<file path="config.mk">
export PLATFORM = sky130hd
export DESIGN_NAME = fp_div_seq_flat
export DESIGN_NICKNAME = d
export VERILOG_FILES = /design/src/rtl/fp_div_if.sv /design/src/rtl/fp_div_seq.sv /design/src/flat_wrapper.sv
export SDC_FILE = /design/constraint.sdc
export NUM_CORES = 1
export LEC_CHECK = 0
export CORE_AREA = 2 2 171 156
export DETAILED_ROUTE_END_ITERATION = 16
export DIE_AREA = 0 0 173 158
export PLACE_DENSITY = 0.52
export REMOVE_ABC_BUFFERS = 1
export SLEW_MARGIN = 10
export SYNTH_ARGS = -nofsm -noshare
export SYNTH_HDL_FRONTEND = slang
export SYNTH_SLANG_ARGS = --single-unit
</file>
<file path="constraint.sdc">
create_clock -name clk -period 7.2 [get_ports clk]
set_input_delay 0.72 -clock clk [delete_from_list [all_inputs] [get_ports clk]]
set_output_delay 0.72 -clock clk [all_outputs]
set_load 0.005 [all_outputs]
</file>
<file path="src/rtl/fp_div_if.sv">
// fp_div_if -- operand/result handshake bundle for the sequential FP divider.
//
// Signals (W = 1+EXP_W+MAN_W):
//   in_valid   master->slave  operands a,b valid
//   in_ready   slave->master  divider idle; transfer on in_valid & in_ready
//   a, b       master->slave  dividend / divisor {sign,exp,frac}
//   out_valid  slave->master  result valid, held until out_ready
//   out_ready  master->slave  consumer accepts; transfer on out_valid & out_ready
//   s          slave->master  quotient
//   overf      slave->master  result overflowed to +/-inf (also x/0)
//   underf     slave->master  result underflowed, flushed to +/-0
// Modports: master (operand producer / result consumer), slave (the divider).
interface fp_div_if #(
    parameter int EXP_W = 8,
    parameter int MAN_W = 23
);
    localparam int W = 1 + EXP_W + MAN_W;

    logic         in_valid;
    logic         in_ready;
    logic [W-1:0] a;
    logic [W-1:0] b;
    logic         out_valid;
    logic         out_ready;
    logic [W-1:0] s;
    logic         overf;
    logic         underf;

    modport master (
        output in_valid, a, b, out_ready,
        input  in_ready, out_valid, s, overf, underf
    );

    modport slave (
        input  in_valid, a, b, out_ready,
        output in_ready, out_valid, s, overf, underf
    );
endinterface

</file>
<file path="src/rtl/fp_div_seq.sv">
// fp_div_seq -- sequential IEEE-754-style floating-point divider, s = a / b.
//
// Radix-2 restoring mantissa division, one quotient bit per clock, with
// valid/ready handshakes on both sides. Denormal inputs are flushed to zero;
// results out of range saturate to +/-inf (overf) or flush to +/-0 (underf).
//
// Ports:
//   clk    in  clock, all logic on the rising edge
//   rst_n  in  synchronous active-low reset; abandons any division in flight
//   io     fp_div_if.slave: in_valid/in_ready/a/b, out_valid/out_ready/s/overf/underf
//
// Parameters: EXP_W (exponent width), MAN_W (stored fraction width).
//
// Build option: define FP_DIV_ROUND_EN for round-to-nearest-even; without it
// the quotient is truncated (round toward zero). Latency is the same either way.
module fp_div_seq #(
    parameter int EXP_W = 8,
    parameter int MAN_W = 23
) (
    input  logic    clk,
    input  logic    rst_n,
    fp_div_if.slave io
);
    localparam int W  = 1 + EXP_W + MAN_W;
    localparam int EW = EXP_W + 2;     // signed working exponent
    localparam int RW = MAN_W + 2;     // remainder: < 2*divisor after the shift
    localparam int QW = MAN_W + 3;     // hidden bit + fraction + guard + one extra
    localparam int CW = $clog2(QW);

    localparam logic signed [EW-1:0] BIAS    = EW'((1 << (EXP_W - 1)) - 1);
    localparam logic signed [EW-1:0] EXP_MAX = EW'((1 << EXP_W) - 1);
    localparam logic signed [EW-1:0] E_ONE   = EW'(1);
    localparam logic signed [EW-1:0] E_ZERO  = '0;
    localparam logic [CW-1:0]        CNT_LAST = CW'(QW - 1);
    localparam logic [W-1:0]         QNAN =
        {1'b0, {EXP_W{1'b1}}, 1'b1, {(MAN_W-1){1'b0}}};

    typedef enum logic [2:0] {IDLE, PREP, ITER, NORM, DONE} state_t;
    state_t state_reg, state_next;

    logic [W-1:0]         a_reg, b_reg, s_reg;
    logic                 overf_reg, underf_reg;
    logic signed [EW-1:0] e_reg;
    logic [RW-1:0]        r_reg;
    logic [QW-1:0]        q_reg;
    logic [CW-1:0]        cnt_reg;

    // ---------------------------------------------------------------- unpack
    logic             sa, sb, sign_w;
    logic [EXP_W-1:0] ea, eb;
    logic [MAN_W-1:0] fa, fb;
    logic             a_zero, b_zero, a_inf, b_inf, a_nan, b_nan;

    assign {sa, ea, fa} = a_reg;
    assign {sb, eb, fb} = b_reg;
    assign sign_w = sa ^ sb;

    // Exponent field 0 means zero: denormals are flushed, fraction ignored.
    assign a_zero = (ea == '0);
    assign b_zero = (eb == '0);
    assign a_inf  = (ea == '1) && (fa == '0);
    assign b_inf  = (eb == '1) && (fb == '0);
    assign a_nan  = (ea == '1) && (fa != '0);
    assign b_nan  = (eb == '1) && (fb != '0);

    logic signed [EW-1:0] e_init;
    assign e_init = $signed({2'b00, ea}) - $signed({2'b00, eb}) + BIAS;

    // ------------------------------------------------------- special operands
    logic         spec_hit, spec_ovf;
    logic [W-1:0] spec_s;

    always_comb begin
        spec_hit = 1'b1;
        spec_ovf = 1'b0;
        spec_s   = '0;
        if (a_nan || b_nan || (a_zero && b_zero) || (a_inf && b_inf)) begin
            spec_s = QNAN;
        end else if (a_inf) begin
            // inf / anything-else (including inf/0) is a plain infinity
            spec_s = {sign_w, {EXP_W{1'b1}}, {MAN_W{1'b0}}};
        end else if (b_zero) begin
            spec_s   = {sign_w, {EXP_W{1'b1}}, {MAN_W{1'b0}}};
            spec_ovf = 1'b1;
        end else if (a_zero || b_inf) begin
            spec_s = {sign_w, {(W-1){1'b0}}};
        end else begin
            spec_hit = 1'b0;
        end
    end

    // ------------------------------------------------------ restoring step
    logic [RW-1:0] div_ext, r_diff, r_sel;
    logic          r_ge;

    assign div_ext = {1'b0, 1'b1, fb};
    assign r_ge    = (r_reg >= div_ext);
    assign r_diff  = r_reg - div_ext;
    assign r_sel   = r_ge ? r_diff : r_reg;

    // ------------------------------------------- normalise / round / range
    // q is ma/mb in (0.5, 2) with MAN_W+2 fractional bits. If its MSB is 0 the
    // leading one sits one place lower, so the fraction window moves down one.
    logic                 q_msb, round_up;
    logic [MAN_W-1:0]     frac_t, frac_r;
    logic [MAN_W:0]       frac_sum;
    logic signed [EW-1:0] e_n, e_r;
    logic [W-1:0]         norm_s;
    logic                 norm_ovf, norm_unf;
`ifdef FP_DIV_ROUND_EN
    logic                 guard, sticky;
`endif

    assign q_msb = q_reg[QW-1];

    always_comb begin
        frac_t = q_msb ? q_reg[QW-2:2] : q_reg[QW-3:1];
        e_n    = q_msb ? e_reg : e_reg - E_ONE;
`ifdef FP_DIV_ROUND_EN
        guard    = q_msb ? q_reg[1] : q_reg[0];
        // a non-zero final remainder means the quotient was inexact below q
        sticky   = (q_msb & q_reg[0]) | (|r_reg);
        round_up = guard & (sticky | frac_t[0]);
`else
        round_up = 1'b0;
`endif
        frac_sum = {1'b0, frac_t} + {{MAN_W{1'b0}}, round_up};
        if (frac_sum[MAN_W]) begin
            // 1.11..1 rounded up to 10.0: renormalise
            frac_r = '0;
            e_r    = e_n + E_ONE;
        end else begin
            frac_r = frac_sum[MAN_W-1:0];
            e_r    = e_n;
        end

        norm_ovf = 1'b0;
        norm_unf = 1'b0;
        if (e_r >= EXP_MAX) begin
            norm_s   = {sign_w, {EXP_W{1'b1}}, {MAN_W{1'b0}}};
            norm_ovf = 1'b1;
        end else if (e_r <= E_ZERO) begin
            norm_s   = {sign_w, {(W-1){1'b0}}};
            norm_unf = 1'b1;
        end else begin
            norm_s = {sign_w, e_r[EXP_W-1:0], frac_r};
        end
    end

    // ------------------------------------------------------------------ FSM
    always_ff @(posedge clk) begin
        if (!rst_n) begin
            state_reg <= IDLE;
        end else begin
            state_reg <= state_next;
        end
    end

    always_comb begin
        state_next = state_reg;
        case (state_reg)
            IDLE: if (io.in_valid) state_next = PREP;
            PREP: state_next = spec_hit ? DONE : ITER;
            ITER: if (cnt_reg == CNT_LAST) state_next = NORM;
            NORM: state_next = DONE;
            DONE: if (io.out_ready) state_next = IDLE;
            default: state_next = IDLE;
        endcase
    end

    // ------------------------------------------------------------- datapath
    always_ff @(posedge clk) begin
        if (!rst_n) begin
            a_reg      <= '0;
            b_reg      <= '0;
            e_reg      <= '0;
            r_reg      <= '0;
            q_reg      <= '0;
            cnt_reg    <= '0;
            s_reg      <= '0;
            overf_reg  <= 1'b0;
            underf_reg <= 1'b0;
        end else begin
            case (state_reg)
                IDLE: begin
                    if (io.in_valid) begin
                        a_reg      <= io.a;
                        b_reg      <= io.b;
                        overf_reg  <= 1'b0;
                        underf_reg <= 1'b0;
                    end
                end
                PREP: begin
                    e_reg   <= e_init;
                    r_reg   <= {1'b0, 1'b1, fa};
                    q_reg   <= '0;
                    cnt_reg <= '0;
                    if (spec_hit) begin
                        s_reg      <= spec_s;
                        overf_reg  <= spec_ovf;
                        underf_reg <= 1'b0;
                    end
                end
                ITER: begin
                    r_reg   <= r_sel << 1;
                    q_reg   <= {q_reg[QW-2:0], r_ge};
                    cnt_reg <= cnt_reg + 1'b1;
                end
                NORM: begin
                    s_reg      <= norm_s;
                    overf_reg  <= norm_ovf;
                    underf_reg <= norm_unf;
                end
                default: ;
            endcase
        end
    end

    assign io.in_ready  = (state_reg == IDLE);
    assign io.out_valid = (state_reg == DONE);
    assign io.s         = s_reg;
    assign io.overf     = overf_reg;
    assign io.underf    = underf_reg;
endmodule
</file>
<file path="src/flat_wrapper.sv">
// flat-port wrapper written by rule: the top's interface ports become plain ports
module fp_div_seq_flat 
#(
    parameter int EXP_W = 8,
    parameter int MAN_W = 23
)
  (clk, rst_n, io_in_valid, io_a, io_b, io_out_ready, io_in_ready, io_out_valid, io_s, io_overf, io_underf);
  fp_div_if #(.EXP_W(EXP_W), .MAN_W(MAN_W)) io_i ();
  input  logic clk;
  input  logic rst_n;
  input wire logic [$bits(io_i.in_valid)-1:0] io_in_valid;
  input wire logic [$bits(io_i.a)-1:0] io_a;
  input wire logic [$bits(io_i.b)-1:0] io_b;
  input wire logic [$bits(io_i.out_ready)-1:0] io_out_ready;
  output wire logic [$bits(io_i.in_ready)-1:0] io_in_ready;
  output wire logic [$bits(io_i.out_valid)-1:0] io_out_valid;
  output wire logic [$bits(io_i.s)-1:0] io_s;
  output wire logic [$bits(io_i.overf)-1:0] io_overf;
  output wire logic [$bits(io_i.underf)-1:0] io_underf;
  assign io_i.in_valid = io_in_valid;
  assign io_i.a = io_a;
  assign io_i.b = io_b;
  assign io_i.out_ready = io_out_ready;
  assign io_in_ready = io_i.in_ready;
  assign io_out_valid = io_i.out_valid;
  assign io_s = io_i.s;
  assign io_overf = io_i.overf;
  assign io_underf = io_i.underf;
  fp_div_seq #(.EXP_W(EXP_W), .MAN_W(MAN_W)) u_core (.clk(clk), .rst_n(rst_n), .io(io_i));
endmodule
</file>
==> metrics.yaml <==
routing:
  finalWirelength_um: 22800
  via_per_inst: 5.036
  drc: 0
  num_vias: 7881
  wl_per_cell_um: 14.57
  ant_nets: 0
  drt_iter0_drc: 451
  drtPass1Iterations: 5
synthesis:
  synth_ff_type: "dfxtp_1"
  ys_seq_area_share_pct: 37.85
  async_flop_share_pct: 0
  synth_warnings: 0
  synth_seq_cells: 167
  yosysUniqueCellTypes: 68
  netlist_instances: 1142
  synth-edff-count: 0
  syn_area_um2: 8833
  syn_area_per_cell_um2: 7.735
floorplan:
  rows: 56
  ios: 104
  die_h_um: 158
  dieWidth_um: 173
  initial_utilization_pct: 34.45
  core_um2: 25640
  die_area_um2: 27330
layout:
  drive_gt1_share_pct: 5.505
  insertedDiodeCount: 0
  n_fill_cell: 2700
  register_area_um2: 3343
  layout.cells.most_common: "nand2_1"
  final_cell_mix: "nand2_1 (265), dfxtp_1 (167), a21oi_1 (111)"
  fin_area_um2: 10740
  nets: 1309
  stdcell_count: 1565
  syn_to_final_growth_pct: 21.57
  multi_input_area_um2: 5030
sta:
  slew_headroom_pct: 21.45
  rsz0062_at_grt: "false"
  report.final.slew_viol_count: 0
  skew_ns: 0.01465
  max_freq_mhz: 312.6
  finalCritPeriodShare_pct: 44.43
  final.setup.tns_ns: 0
  worstMarginPinSlew_ns: 1.177
  final.min_clock_period_ns: 3.199
  setup_viol: 0
  hold_viol_final: 0
cts:
  clockBufferDepth: 2
  post-cts-setup-buffers: 0
  clkSinkCount: 167
  cts-buffers-inserted: 17
  path_clk_slew_ns: 0.08
  htreeDepth: 4
  ctsHoldBuffers: 0
  cts-root-buf: "clkbuf_16"
  cts_resized: 0
  clk_latency_ns: 0.43
  cts_tree: "done"
pwr:
  power.total_mw: 2.882
  p_leak_nw: 3.928
  ir_drop_mv: 0.1385
  p_per_area_nw_per_um2: 268.4
placement:
  place.gp.congestion: 0.8592
  dp_cells: 1533
  portBuffers: 103
  dp_hpwl_um: 16150
  place_area_um2: 10080
worst_setup_path:
  crit_arrival_ns: 3.47
  cp-end-kind: "flip-flop"
  crit_path_max_incr_delay_ns: 0.58
  path_cells: "inv_1 -> ha_1 -> a21oi_1 -> o21ai_1 -> a311oi_1 -> nand3_1 -> nand3_1 -> nand2_1 -> o311ai_0 -> a31oi_1"
  slowest_stage: "nand2_1"
  cp_max_fo: 23
  worst-setup-path-type: "reg2reg"
  crit_path_frequent_cell: "nand3_1"
  start_kind: "flip-flop"
  cp_data_required_time_ns: 7.47
global_routing:
  grt_pass1_wl_um: 37840
  first_global_vias: 7532
  antenna_found_initial: 0
  track_usage_pct: 17.02
  grt_max_degree: 65
  grt.overflow.total: 0
run:
  cap_violations: 0
worst_hold_path:
  hp-class: "reg2reg"
status:
  status: "finished, final reports clean"
## synth_stat cells, types with 13 or more instances
cell / number / area [um2]
nor4_1: 18 / 112.6
xnor2_1: 27 / 236.5
nor2_1: 66 / 247.7
a21oi_1: 111 / 555.5
o21ai_0: 54 / 270.3
a31oi_1: 20 / 125.1
nand3_1: 34 / 170.2
xor2_1: 13 / 113.9
mux2i_1: 31 / 310.3
inv_1: 44 / 165.2
ha_1: 35 / 437.9
a22oi_1: 28 / 210.2
nand2_1: 266 / 998.5
dfxtp_1: 167 / 3343
clkbuf_1: 56 / 210.2
## metrics by stage
| step | setup slack, ns | hold WS (ns) | utilization, % |
|---|---|---|---|
| global placement | 3.952 | 0.4368 | 39.32 |
| detailed placement | 3.943 | 0.4450 | 39.32 |
| global route | 3.716 | 0.4821 | 41.88 |
| CTS | 4.044 | 0.4635 | 41.88 |
| floorplan | 4.114 | 0.4482 | - |
| finish | 4.001 | 0.4552 | 41.88 |
## final cells by class
class | count | share of cell area (%)
Multi-Input combinational cell | 860 | 46.84
Sequential cell | 167 | 31.13
Timing Repair Buffer | 113 | 10.30
Tap cell | 348 | 4.055
Clock buffer | 17 | 3.961
Clock inverter | 15 | 2.132
Inverter | 45 | 1.585
## power by group
part	internal (mW)	switching, mW	total, mW
Sequential	0.983	0.0623	1.04
Clock	0.541	0.454	0.995
Combinational	0.356	0.486	0.842
Total	1.88	1.00	2.88
## logic make-up after synthesis
family / share of synthesized area, %
fa+ha+maj: 5.411
buf+inv: 5.312
flops: 37.85
mux: 3.640
xor+xnor: 4.150
compound gates: 20.13
simple gates: 23.51
## metal layers
metal	wire length (um)	GRT usage, %	vias up
met3	720	3.434	11
met5	0	0	-
met1	11540	22.73	3651
li1	-	-	4094
met4	138	3.148	0
met2	10410	28.74	125
## final timing paths
kind                                                     from                             to  slack [ns]  depth (start not counted)
worst max register to register  u_core.b_reg[10]$_SDFFE_PN0P_  u_core.r_reg[21]$_SDFFE_PN0P_        4.00                         10
worst max-delay path            u_core.b_reg[10]$_SDFFE_PN0P_  u_core.r_reg[21]$_SDFFE_PN0P_        4.00                         10
worst min-delay path              u_core.io.s[9]$_SDFFE_PN0P_    u_core.io.s[9]$_SDFFE_PN0P_        0.46                          2
worst min register to register    u_core.io.s[9]$_SDFFE_PN0P_    u_core.io.s[9]$_SDFFE_PN0P_        0.46                          2
## worst max-delay path: cells and delay by family (launching register included)
| family | cells | cell delay (ns) |
|---|---|---|
| compound gates | 5 | 1.28 |
| buf+inv | 1 | 0.06 |
| fa+ha+maj | 1 | 0.35 |
| simple gates | 3 | 0.98 |
| flops | 1 | 0.36 |
Power figures use the tool's default switching activity.
